## config.mk

```make
export PLATFORM = sky130hd
export DESIGN_NAME = fifo_rd_ctrl_flat
export DESIGN_NICKNAME = d
export VERILOG_FILES = /design/src/rtl/fifo_rd_ctrl_if.sv /design/src/rtl/fifo_rd_ctrl.sv /design/src/flat_wrapper.sv
export SDC_FILE = /design/constraint.sdc
export NUM_CORES = 1
export LEC_CHECK = 0
export BUFFER_PORTS_ARGS = -buffer_cell sky130_fd_sc_hd__buf_2
export CAP_MARGIN = 20
export CORE_MARGIN = 1.5
export CORE_UTILIZATION = 51
export DETAILED_ROUTE_END_ITERATION = 16
export GPL_ROUTABILITY_DRIVEN = 1
export HOLD_SLACK_MARGIN = 0.06
export PLACE_DENSITY = 0.83
export SYNTH_ARGS = -nofsm -noshare
export SYNTH_HDL_FRONTEND = slang
export SYNTH_SLANG_ARGS = --single-unit
```

## constraint.sdc

```tcl
create_clock -name clk -period 3.5 [get_ports clk]
set_input_delay 0.175 -clock clk [delete_from_list [all_inputs] [get_ports clk]]
set_output_delay 0.175 -clock clk [all_outputs]
set_load 0.01 [all_outputs]
```

## src/rtl/fifo_rd_ctrl_if.sv

```systemverilog
// Read-side bundle of the async FIFO: consumer request, synchronized write pointer,
// and the read pointer / status values produced by fifo_rd_ctrl.
interface fifo_rd_ctrl_if #(
  parameter int ADDR_WIDTH = 6
);
  localparam int PW = ADDR_WIDTH + 1;

  // Handshake: rd_en is the consumer's request (valid); the FIFO is "ready"
  // when empty=0. A word transfers in a cycle iff rd_fire = rd_en & ~empty,
  // and the data at raddr is the word consumed in that cycle.
  logic                  rd_en;
  logic [PW-1:0]         rq2_wptr;
  logic [ADDR_WIDTH-1:0] raddr;
  logic [PW-1:0]         rptr;
  logic                  rd_fire;
  logic                  empty;
  logic                  almost_empty;
  logic [PW-1:0]         rd_count;
  logic                  underflow;

  modport master (
    output rd_en, rq2_wptr,
    input  raddr, rptr, rd_fire, empty, almost_empty, rd_count, underflow
  );

  modport slave (
    input  rd_en, rq2_wptr,
    output raddr, rptr, rd_fire, empty, almost_empty, rd_count, underflow
  );
endinterface

```

## src/rtl/fifo_rd_ctrl.sv

```systemverilog
// Read-domain control of the async FIFO: binary/Gray read pointer, empty,
// almost_empty, occupancy count and underflow pulse.
module fifo_rd_ctrl #(
  parameter int ADDR_WIDTH    = 6,
  parameter int AEMPTY_THRESH = 4
) (
  input logic           clk,
  input logic           rst_n,
  fifo_rd_ctrl_if.slave bus
);
  localparam int PW = ADDR_WIDTH + 1;
  localparam logic [PW-1:0] AE_TH = PW'(AEMPTY_THRESH);

  logic [PW-1:0] rbin;
  logic [PW-1:0] rbin_next;
  logic [PW-1:0] rgray_next;
  logic [PW-1:0] wbin;
  logic [PW-1:0] count_next;

  assign bus.rd_fire = bus.rd_en & ~bus.empty;

  assign rbin_next  = rbin + PW'(bus.rd_fire);
  assign rgray_next = (rbin_next >> 1) ^ rbin_next;

  // Each binary bit is the XOR of all Gray bits at or above it; every sample
  // is decoded on its own, so multi-step jumps of the write pointer are fine.
  for (genvar i = 0; i < PW; i++) begin : g_gray2bin
    assign wbin[i] = ^(bus.rq2_wptr >> i);
  end

  // The extra pointer MSB makes a full FIFO read as 2^ADDR_WIDTH, not 0.
  assign count_next = wbin - rbin_next;

  always_ff @(posedge clk or negedge rst_n) begin
    if (!rst_n) begin
      rbin             <= '0;
      bus.rptr         <= '0;
      bus.raddr        <= '0;
      bus.empty        <= 1'b1;
      bus.almost_empty <= 1'b1;
      bus.rd_count     <= '0;
      bus.underflow    <= 1'b0;
    end else begin
      rbin             <= rbin_next;
      bus.rptr         <= rgray_next;
      bus.raddr        <= rbin_next[ADDR_WIDTH-1:0];
      bus.empty        <= (rgray_next == bus.rq2_wptr);
      bus.almost_empty <= (count_next <= AE_TH);
      bus.rd_count     <= count_next;
      bus.underflow    <= bus.rd_en & bus.empty;
    end
  end
endmodule

```

## src/flat_wrapper.sv

```systemverilog
// flat-port wrapper written by rule: the top's interface ports become plain ports
module fifo_rd_ctrl_flat 
#(
  parameter int ADDR_WIDTH    = 6,
  parameter int AEMPTY_THRESH = 4
)
  (clk, rst_n, bus_rd_en, bus_rq2_wptr, bus_raddr, bus_rptr, bus_rd_fire, bus_empty, bus_almost_empty, bus_rd_count, bus_underflow);
  fifo_rd_ctrl_if #(.ADDR_WIDTH(ADDR_WIDTH)) bus_i ();
  input logic clk;
  input logic rst_n;
  input wire logic [$bits(bus_i.rd_en)-1:0] bus_rd_en;
  input wire logic [$bits(bus_i.rq2_wptr)-1:0] bus_rq2_wptr;
  output wire logic [$bits(bus_i.raddr)-1:0] bus_raddr;
  output wire logic [$bits(bus_i.rptr)-1:0] bus_rptr;
  output wire logic [$bits(bus_i.rd_fire)-1:0] bus_rd_fire;
  output wire logic [$bits(bus_i.empty)-1:0] bus_empty;
  output wire logic [$bits(bus_i.almost_empty)-1:0] bus_almost_empty;
  output wire logic [$bits(bus_i.rd_count)-1:0] bus_rd_count;
  output wire logic [$bits(bus_i.underflow)-1:0] bus_underflow;
  assign bus_i.rd_en = bus_rd_en;
  assign bus_i.rq2_wptr = bus_rq2_wptr;
  assign bus_raddr = bus_i.raddr;
  assign bus_rptr = bus_i.rptr;
  assign bus_rd_fire = bus_i.rd_fire;
  assign bus_empty = bus_i.empty;
  assign bus_almost_empty = bus_i.almost_empty;
  assign bus_rd_count = bus_i.rd_count;
  assign bus_underflow = bus_i.underflow;
  fifo_rd_ctrl #(.ADDR_WIDTH(ADDR_WIDTH), .AEMPTY_THRESH(AEMPTY_THRESH)) u_core (.clk(clk), .rst_n(rst_n), .bus(bus_i));
endmodule
```

---- Word level (Yosys, flattened, before mapping) ----
Index checks and enable logic that the tools add are counted.
storage, ports and cells
  flip-flop bits (word level) ............. 30
  bits in latches ......................... 0
  memory bits (writable) .................. 0
  bits in read-only memories .............. 0
  input port bits ......................... 10
  output and inout bits ................... 24
  logic and storage cells ................. 22
  memories kept ........................... 0
operators by class
  add/subtract/negate cells ............... 2
  multipliers ............................. 0
  div/mod/pow operators ................... 0
  magnitude comparators ................... 1
  equality and inequality tests ........... 1
  shifts and indexed selects .............. 0
  muxes and demuxes ....................... 0
  bitwise gates (word level) .............. 4
  reductions and logical operators ........ 7
operators with widths
  kind                                                            count
  parity 7 bit                                                    7
  adder 7 x 1 -> 7 bit                                            1
  equality test 7 bit                                             1
  less-or-equal comparator 7 x 3 -> 1 bit, second input constant  1
  subtractor 7 bit                                                1
  XOR 6 x 7 -> 7 bit                                              1
  AND 1 bit                                                       2
  NOT 1 bit                                                       1

---- Longest topological paths before layout ----
Gate-level depths: netlist of the first run.
  depth in word-level cells ............... 5
  mapped depth ............................ 12
  depth with buffers taken out ............ 12

---- Worst setup path before layout of the first run ----
No wires, ideal clock.
  path type ............................... input-to-reg
  start point ............................. input port bus_rq2_wptr[5]
  end point ............................... register u_core.bus.almost_empty
  setup time .............................. 0.075 ns
  data arrival time ....................... 2.794 ns
  required time ........................... 3.425 ns
  path slack .............................. 0.631 ns
  stages on the path ...................... 10
  buffers on the path ..................... 0
  path through ............................ xnor3_2 -> xnor2_4 -> xor2_1 -> xnor2_1 -> xor2_1 -> ha_1 -> fa_1 -> o211a_1 -> o311a_1 -> nor3_2
between the ends
  cells in the longest elaborated chain, start to end .. 3
  elaborated cells on any way between the ends .. 8
  classes of those cells .................. add/sub: 1; order compare: 1; reduce/logical: 6
RTL lines
  element                                    line                   RTL
  from (decl)                                flat_wrapper.sv:12     input wire logic [$bits(bus_i.rq2_wptr)-1:0] bus_rq2_wptr;
  parity 7 bit                               fifo_rd_ctrl.sv:28     assign wbin[i] = ^(bus.rq2_wptr >> i);
  subtractor 7 bit *                         fifo_rd_ctrl.sv:32     assign count_next = wbin - rbin_next;
  via u_core.count_next[6]                   fifo_rd_ctrl.sv:18     logic [PW-1:0] count_next;
  less-or-equal comparator 7 x 3 -> 1 bit *  fifo_rd_ctrl.sv:48     bus.almost_empty <= (count_next <= AE_TH);
  to (signal assigned)                       fifo_rd_ctrl.sv:48
  to (decl)                                  fifo_rd_ctrl_if.sv:28  output raddr, rptr, rd_fire, empty, almost_empty, rd_count, underflow
Mark *: on every way through the listed nets, which the timed path passes. The rest lies on a longest branch.

---- Worst setup path in the final report of the first run ----
  start point ............................. register u_core.bus.empty
  end point ............................... register u_core.bus.almost_empty
between the ends
  cells in the longest elaborated chain, start to end .. 5
RTL lines
  element                                  line                   RTL
  from (decl)                              fifo_rd_ctrl_if.sv:28
  from (signal assigned)                   fifo_rd_ctrl.sv:47     bus.empty <= (rgray_next == bus.rq2_wptr);
  NOT 1 bit                                fifo_rd_ctrl.sv:20     assign bus.rd_fire = bus.rd_en & ~bus.empty;
  AND 1 bit                                fifo_rd_ctrl.sv:20
  adder 7 x 1 -> 7 bit                     fifo_rd_ctrl.sv:22     assign rbin_next = rbin + PW'(bus.rd_fire);
  via u_core.rbin_next[2]                  fifo_rd_ctrl.sv:15     logic [PW-1:0] rbin_next;
  subtractor 7 bit                         fifo_rd_ctrl.sv:32
  via u_core.count_next[3]                 fifo_rd_ctrl.sv:18
  less-or-equal comparator 7 x 3 -> 1 bit  fifo_rd_ctrl.sv:48
The timed path passes the listed nets, and every way through them passes these cells.

==> flow_metrics.env, run 1 <==
export IMPL_yosys_area_top_type="dfrtp_1"
export IMPL_max_slew_margin_rel=0.6693
export IMPL_core_area_um2=2276
export IMPL_path_common_cell="ha_1"
export IMPL_htreeDepth=1
export IMPL_vdd_drop_max_mv=0.6029
export IMPL_leakagePower_uw=0.0007656
export IMPL_layout_nets=165
export IMPL_internal_power_uw=896.7
export IMPL_placementRows=17
export IMPL_period_minus_slack_ps=2982
export IMPL_start_util=0.5574
export IMPL_synthTopCellsByArea="dfrtp_1 41%, xor2_1 9.0%, xnor2_1 7.6%"
export IMPL_grt_usage=0.1972
export IMPL_hold_class="in -> reg"
export IMPL_synth_top_area_frac=0.4142
export IMPL_hpwl_mm=1.814
export IMPL_cp_slowest_cell="dfstp_2"
export IMPL_cp_startpoint="u_core.bus.empty$_DFF_PN1_"
export IMPL_synth_common_cells="21 x dfrtp_1, 13 x xor2_1, 11 x xnor2_1"
export IMPL_rsz0062_at_grt="no"
export IMPL_post_drt_wl_per_cell_um=13.36
export IMPL_clk_pin_slew_ps=120
export IMPL_grt_overflow_total=0
export IMPL_arrival_ps=3230
export IMPL_combPwrFrac=0.639
export IMPL_power_density_nw_per_um2=1063
export IMPL_rr_startpoint="u_core.bus.empty$_DFF_PN1_"
export IMPL_totalWireLength_mm=2.324
export IMPL_dp_slack_ps=302.7
export IMPL_tightest_slew_ps=496.0
export IMPL_min_delay_start="bus_rd_en"
export IMPL_slowest_delay_ps=570
export IMPL_maxCapViolations=0
export IMPL_drv_slew=0
export IMPL_synth_avg_cell_area_um2=11.86
export IMPL_layout_setup_ws_ps=517.8
export IMPL_ys_seq_area_frac=0.4556
export IMPL_syn2layout_area_growth_pct=19.23
export IMPL_synth_enable_flop_cells=0
export IMPL_synthesis_instances=107
export IMPL_critPathLaunchType="register"
export IMPL_synthMostInstantiatedCell="dfrtp_1"
export IMPL_cp_top_family="adder cells"
export IMPL_ys_warn_count=0
export IMPL_drtIter0Drc=7
export IMPL_synth_ff_type="dfrtp_1"
export IMPL_path_class="reg -> reg"
export IMPL_outcome="completed"
export IMPL_switchingPower_uw=710.8
export IMPL_viasPerCell=5.172
export IMPL_drc_errors=0
export IMPL_drive_above_1_share=0.3151
export IMPL_crit_buf_inv=2
export IMPL_fin_skew_ps=2.737
export IMPL_worstPathCellList="nor2b_1, ha_1, ha_1, xor2_2, buf_4, inv_1, ha_1, a21oi_1, nand3_1, o211ai_1, xnor2_1, a211o_1, nor3_2"
export IMPL_switching_share=0.4422
export IMPL_dieHeight_um=52.88
export IMPL_grt_max_degree=24
export IMPL_cts_setup_buffers=0
export IMPL_drtPass1Iterations=4
export IMPL_ys_types=33
export IMPL_ios=34
export IMPL_period_share=0.8520
export IMPL_clock_sinks=23
export IMPL_finalSetupTns_ps=0
export IMPL_num_vias=900
export IMPL_clockBufferDepth=2
export IMPL_worstPathRequired_ps=3750
export IMPL_hold_viol=0
export IMPL_worst_path_max_fanout=6
export IMPL_netlist_area_um2=1269
export IMPL_antenna_found_initial=0
export IMPL_clkPwrFrac=0.076
export IMPL_insertion_delay_ps=310
export IMPL_gp_congestion=0.8215
export IMPL_die_area_um2=2796
export IMPL_io_buffer_count=33
export IMPL_syn_nets=125
export IMPL_grt_pass1_wl_mm=3.884
export IMPL_n_antenna_cell=0
export IMPL_end_kind="register"
export IMPL_die_w_um=52.88
export IMPL_max_freq_mhz=335.3
export IMPL_seqPwrFrac=0.284
export IMPL_cts_buffers=3
export IMPL_cts_root_buf="clkbuf_4"
export IMPL_grt_pass1_vias=892
export IMPL_ant_nets=0
export IMPL_cts_tree="yes"
export IMPL_setup_viol=0
export IMPL_async_flop_share=1.000
export IMPL_ys_ff_latch=23
per-stage QoR:
stage | hold slack (ps) | util | total power (uW) | instance area [um2] | std cells
floorplan | -120.6 | - | 1207 | 1269 | 107
global placement | 165.7 | 0.6487 | 1461 | 1476 | 169
detailed placement | 171.7 | 0.6487 | 1490 | 1476 | 169
CTS | 96.00 | 0.6647 | 1622 | 1513 | 174
global route | 93.14 | 0.6647 | 1762 | 1513 | 174
finish | 105.8 | 0.6647 | 1608 | 1513 | 174
sequential cells by signal, indices dropped and copies added (netlist names):
name and cells:
u_core.bus.almost_empty 1, u_core.bus.empty 1, u_core.bus.rd_count 7, u_core.bus.rptr 7, u_core.bus.underflow 1, u_core.rbin 6
logic make-up (layout without fill, tap and decap cells):
group	Yosys count	in the layout	synth area share
flip-flops	23	23	0.4556
AO/OA/AOI/OAI	12	12	0.06805
XOR/XNOR	29	29	0.2515
AND/OR/NAND/NOR	24	24	0.09961
multiplexers	1	1	0.01085
adder cells (fa/ha/maj)	8	8	0.08481
buffers and inverters	10	49	0.02959
cell usage in the layout, fill, tap and decap left out, drive strengths merged, types with 2 or more instances in the layout:
cell type,count
and2,2
xnor2,12
nand3,4
dfstp,2
nor2,5
inv,10
xor2,15
buf,34
nand2,4
dfrtp,21
a21oi,3
and3,2
nor3,3
ha,7
clkbuf,4
power groups by stage:
| stage | clock network (uW) | registers, uW | logic (uW) |
|---|---|---|---|
| global route | 135 | 470 | 1160 |
| finish | 122 | 457 | 1030 |
| floorplan | 0 | 523 | 684 |
| CTS | 127 | 459 | 1040 |
| detailed placement | 0 | 462 | 1030 |
| global placement | 0 | 460 | 1000 |
metal layers:
metal / wire, um / up-vias / GRT usage
li1: - / 434 / -
met1: 1022 / 434 / 0.2342
met2: 1147 / 28 / 0.3458
met3: 122 / 4 / 0.03390
met4: 31 / 0 / 0.08974
met5: 0 / - / 0
repair_timing:
| action | CTS | global route |
|---|---|---|
| hold buffers | 1 | 0 |
| endpoints found under the hold margin | 21 | 0 |
| resized for setup | 0 | 0 |
final timing paths:
kind / slack [ps] / depth (start not counted) / endpoint
setup reg to reg: 520 / 13 / u_core.bus.almost_empty$_DFF_PN1_
setup / recovery: 520 / 13 / u_core.bus.almost_empty$_DFF_PN1_
max in group asynchronous: 2800 / 2 / u_core.bus.almost_empty$_DFF_PN1_
min in group asynchronous: 340 / 2 / u_core.rbin[3]$_DFF_PN0_
hold reg to reg: 570 / 1 / u_core.bus.underflow$_DFF_PN0_
hold / removal: 110 / 2 / u_core.bus.underflow$_DFF_PN0_
cell type report:
cell class,instances,area [um2]
clock buffer,4,26.28
fill,179,763.2
inverter,10,37.54
multi-input combinational,74,653.1
sequential,23,578.1
tap,28,35.03
timing repair buffer,35,182.7
Power figures use the tool's default switching activity.
==> run 2, diff against run 1 <==
--- a/config.mk
+++ b/config.mk
@@ -8,11 +8,11 @@
 export BUFFER_PORTS_ARGS = -buffer_cell sky130_fd_sc_hd__buf_2
 export CAP_MARGIN = 20
 export CORE_MARGIN = 1.5
-export CORE_UTILIZATION = 51
+export CORE_UTILIZATION = 25
 export DETAILED_ROUTE_END_ITERATION = 16
 export GPL_ROUTABILITY_DRIVEN = 1
 export HOLD_SLACK_MARGIN = 0.06
-export PLACE_DENSITY = 0.83
+export PLACE_DENSITY = 0.49
 export SYNTH_ARGS = -nofsm -noshare
 export SYNTH_HDL_FRONTEND = slang
 export SYNTH_SLANG_ARGS = --single-unit
==> constraint.sdc (replaced) <==
create_clock -name clk -period 3.5 [get_ports clk]
set_input_delay 0.35 -clock clk [delete_from_list [all_inputs] [get_ports clk]]
set_output_delay 0.35 -clock clk [all_outputs]
set_load 0.01 [all_outputs]
==> flow_metrics.env, run 2 (synthesis results as in run 1) <==
export IMPL_outcome="completed"
export IMPL_regArea_um2=578.1
export IMPL_grt_usage=0.1020
export IMPL_period_share=0.8596
export IMPL_drv_slew=0
export IMPL_cts_setup_buffers=0
export IMPL_drtIter0Drc=16
export IMPL_wl_met2_mm=1.234
export IMPL_drive_above_1_share=0.3219
export IMPL_core_area_um2=4817
export IMPL_layout_nets=165
export IMPL_reg_top3="u_core.bus.rd_count x7, u_core.bus.rptr x7, u_core.rbin x6"
export IMPL_cts_tree="yes"
export IMPL_setup_viol=0
export IMPL_post_drt_wl_per_cell_um=12.36
export IMPL_power_density_nw_per_um2=1055
export IMPL_syn2layout_area_growth_pct=24.36
export IMPL_routed_wl_met3_um=156
export IMPL_grt_max_degree=24
export IMPL_clockBufferDepth=2
export IMPL_ant_nets=0
export IMPL_placementRows=25
export IMPL_period_minus_slack_ps=3008
export IMPL_drtPass1Iterations=4
export IMPL_max_slew_margin_rel=0.6555
export IMPL_cts_buffers=3
export IMPL_insertion_delay_ps=260
export IMPL_end_kind="register"
export IMPL_grt_pass1_wl_mm=4.140
export IMPL_arrival_ps=3200
export IMPL_crit_buf_inv=1
export IMPL_clk_pin_slew_ps=80
export IMPL_gp_congestion=0.7676
export IMPL_cp_top_family="XOR/XNOR gates"
export IMPL_maxUsedRoutingLayer="met4"
export IMPL_tightest_slew_ps=516.7
export IMPL_instances_no_fill=213
export IMPL_die_w_um=74.24
export IMPL_viasPerCell=4.174
export IMPL_cts_repair_resized=0
export IMPL_worstPathRequired_ps=3690
export IMPL_fin_skew_ps=1.484
export IMPL_cts_hold_buffers=0
export IMPL_hpwl_mm=2.070
export IMPL_drc_errors=0
export IMPL_clock_sinks=23
export IMPL_htreeDepth=1
export IMPL_multi_input_area_um2=653.1
export IMPL_worstPathCellList="buf_2, xnor3_2, xnor2_4, xor2_1, xnor2_1, xor2_1, ha_1, fa_1, o211a_1, o311a_1, nor3_2"
export IMPL_leakagePower_uw=0.0007740
export IMPL_layout_commonest_cell="buf_2"
export IMPL_max_freq_mhz=332.4
export IMPL_die_area_um2=5512
export IMPL_grt_overflow_total=0
export IMPL_dieHeight_um=74.24
export IMPL_maxCapViolations=0
export IMPL_path_class="in -> reg"
export IMPL_antenna_found_initial=0
export IMPL_most_common_layout_cells="33 x buf_2, 21 x dfrtp_1, 13 x xor2_1"
export IMPL_routedLengthMet1_mm=1.192
export IMPL_place_inst=209
export IMPL_path_common_cell="xor2_1"
export IMPL_totalWireLength_mm=2.632
export IMPL_cp_slowest_cell="xnor3_2"
export IMPL_finalSetupTns_ps=0
export IMPL_nFillCells=496
export IMPL_io_buffer_count=33
export IMPL_grt_pass1_vias=895
export IMPL_slowest_delay_ps=480
export IMPL_hold_viol=0
export IMPL_regToRegSetupSlack_ps=630
export IMPL_worst_path_max_fanout=3
export IMPL_vdd_drop_max_mv=0.2406
export IMPL_hold_class="in -> async"
export IMPL_start_util=0.2634
export IMPL_rsz0062_at_grt="no"
export IMPL_critPathLaunchType="input pin"
export IMPL_n_antenna_cell=0
export IMPL_cts_root_buf="clkbuf_8"
export IMPL_ios=34
export IMPL_num_vias=889
==> run 2: path summary, 6_finish.rpt <==
check,startpoint,to,cells after the start
worst max register to register,u_core.bus.empty$_DFF_PN1_,u_core.bus.almost_empty$_DFF_PN1_,13
worst min register to register,u_core.bus.empty$_DFF_PN1_,u_core.bus.underflow$_DFF_PN0_,1
max in group asynchronous,rst_n,u_core.bus.almost_empty$_DFF_PN1_,1
worst max-delay path,bus_rq2_wptr[5],u_core.bus.almost_empty$_DFF_PN1_,11
worst min-delay path,rst_n,u_core.bus.rptr[2]$_DFF_PN0_,1
min in group clk,bus_rd_en,u_core.bus.underflow$_DFF_PN0_,2
==> run 2: power breakdown <==
group          leakage (uW)  internal (uW)  switching (uW)
clock             0.0000228           81.3            85.3
sequential         0.000274            399            60.7
combinational      0.000477            455             583
total              0.000774            935             729
==> run 2: per-stage QoR <==
step | setup WS, ps | area [um2] | util | power (uW) | hold WS [ps]
finish | 491.5 | 1578 | 0.3275 | 1664 | 49.51
global route | 294.3 | 1578 | 0.3275 | 1822 | 94.34
CTS | 474.2 | 1578 | 0.3275 | 1693 | 69.64
detailed placement | 208.8 | 1533 | 0.3182 | 1510 | 363.4
global placement | 260.2 | 1533 | 0.3182 | 1499 | 356.9
floorplan | 455.8 | 1269 | - | 1207 | 54.41
==> run 2: area by class of cell <==
cell class,count,area share
inverters,10,0.02379
clock buffers,4,0.02855
repair buffers,35,0.1142
multi-input cells,74,0.4140
flip-flops and latches,23,0.3664
well taps,67,0.05313
==> run 2: routing by layer <==
layer / up-vias / GRT usage
met5: - / 0
met4: 0 / 0.05051
met3: 6 / 0.02168
met2: 27 / 0.1637
met1: 423 / 0.1303
li1: 433 / -
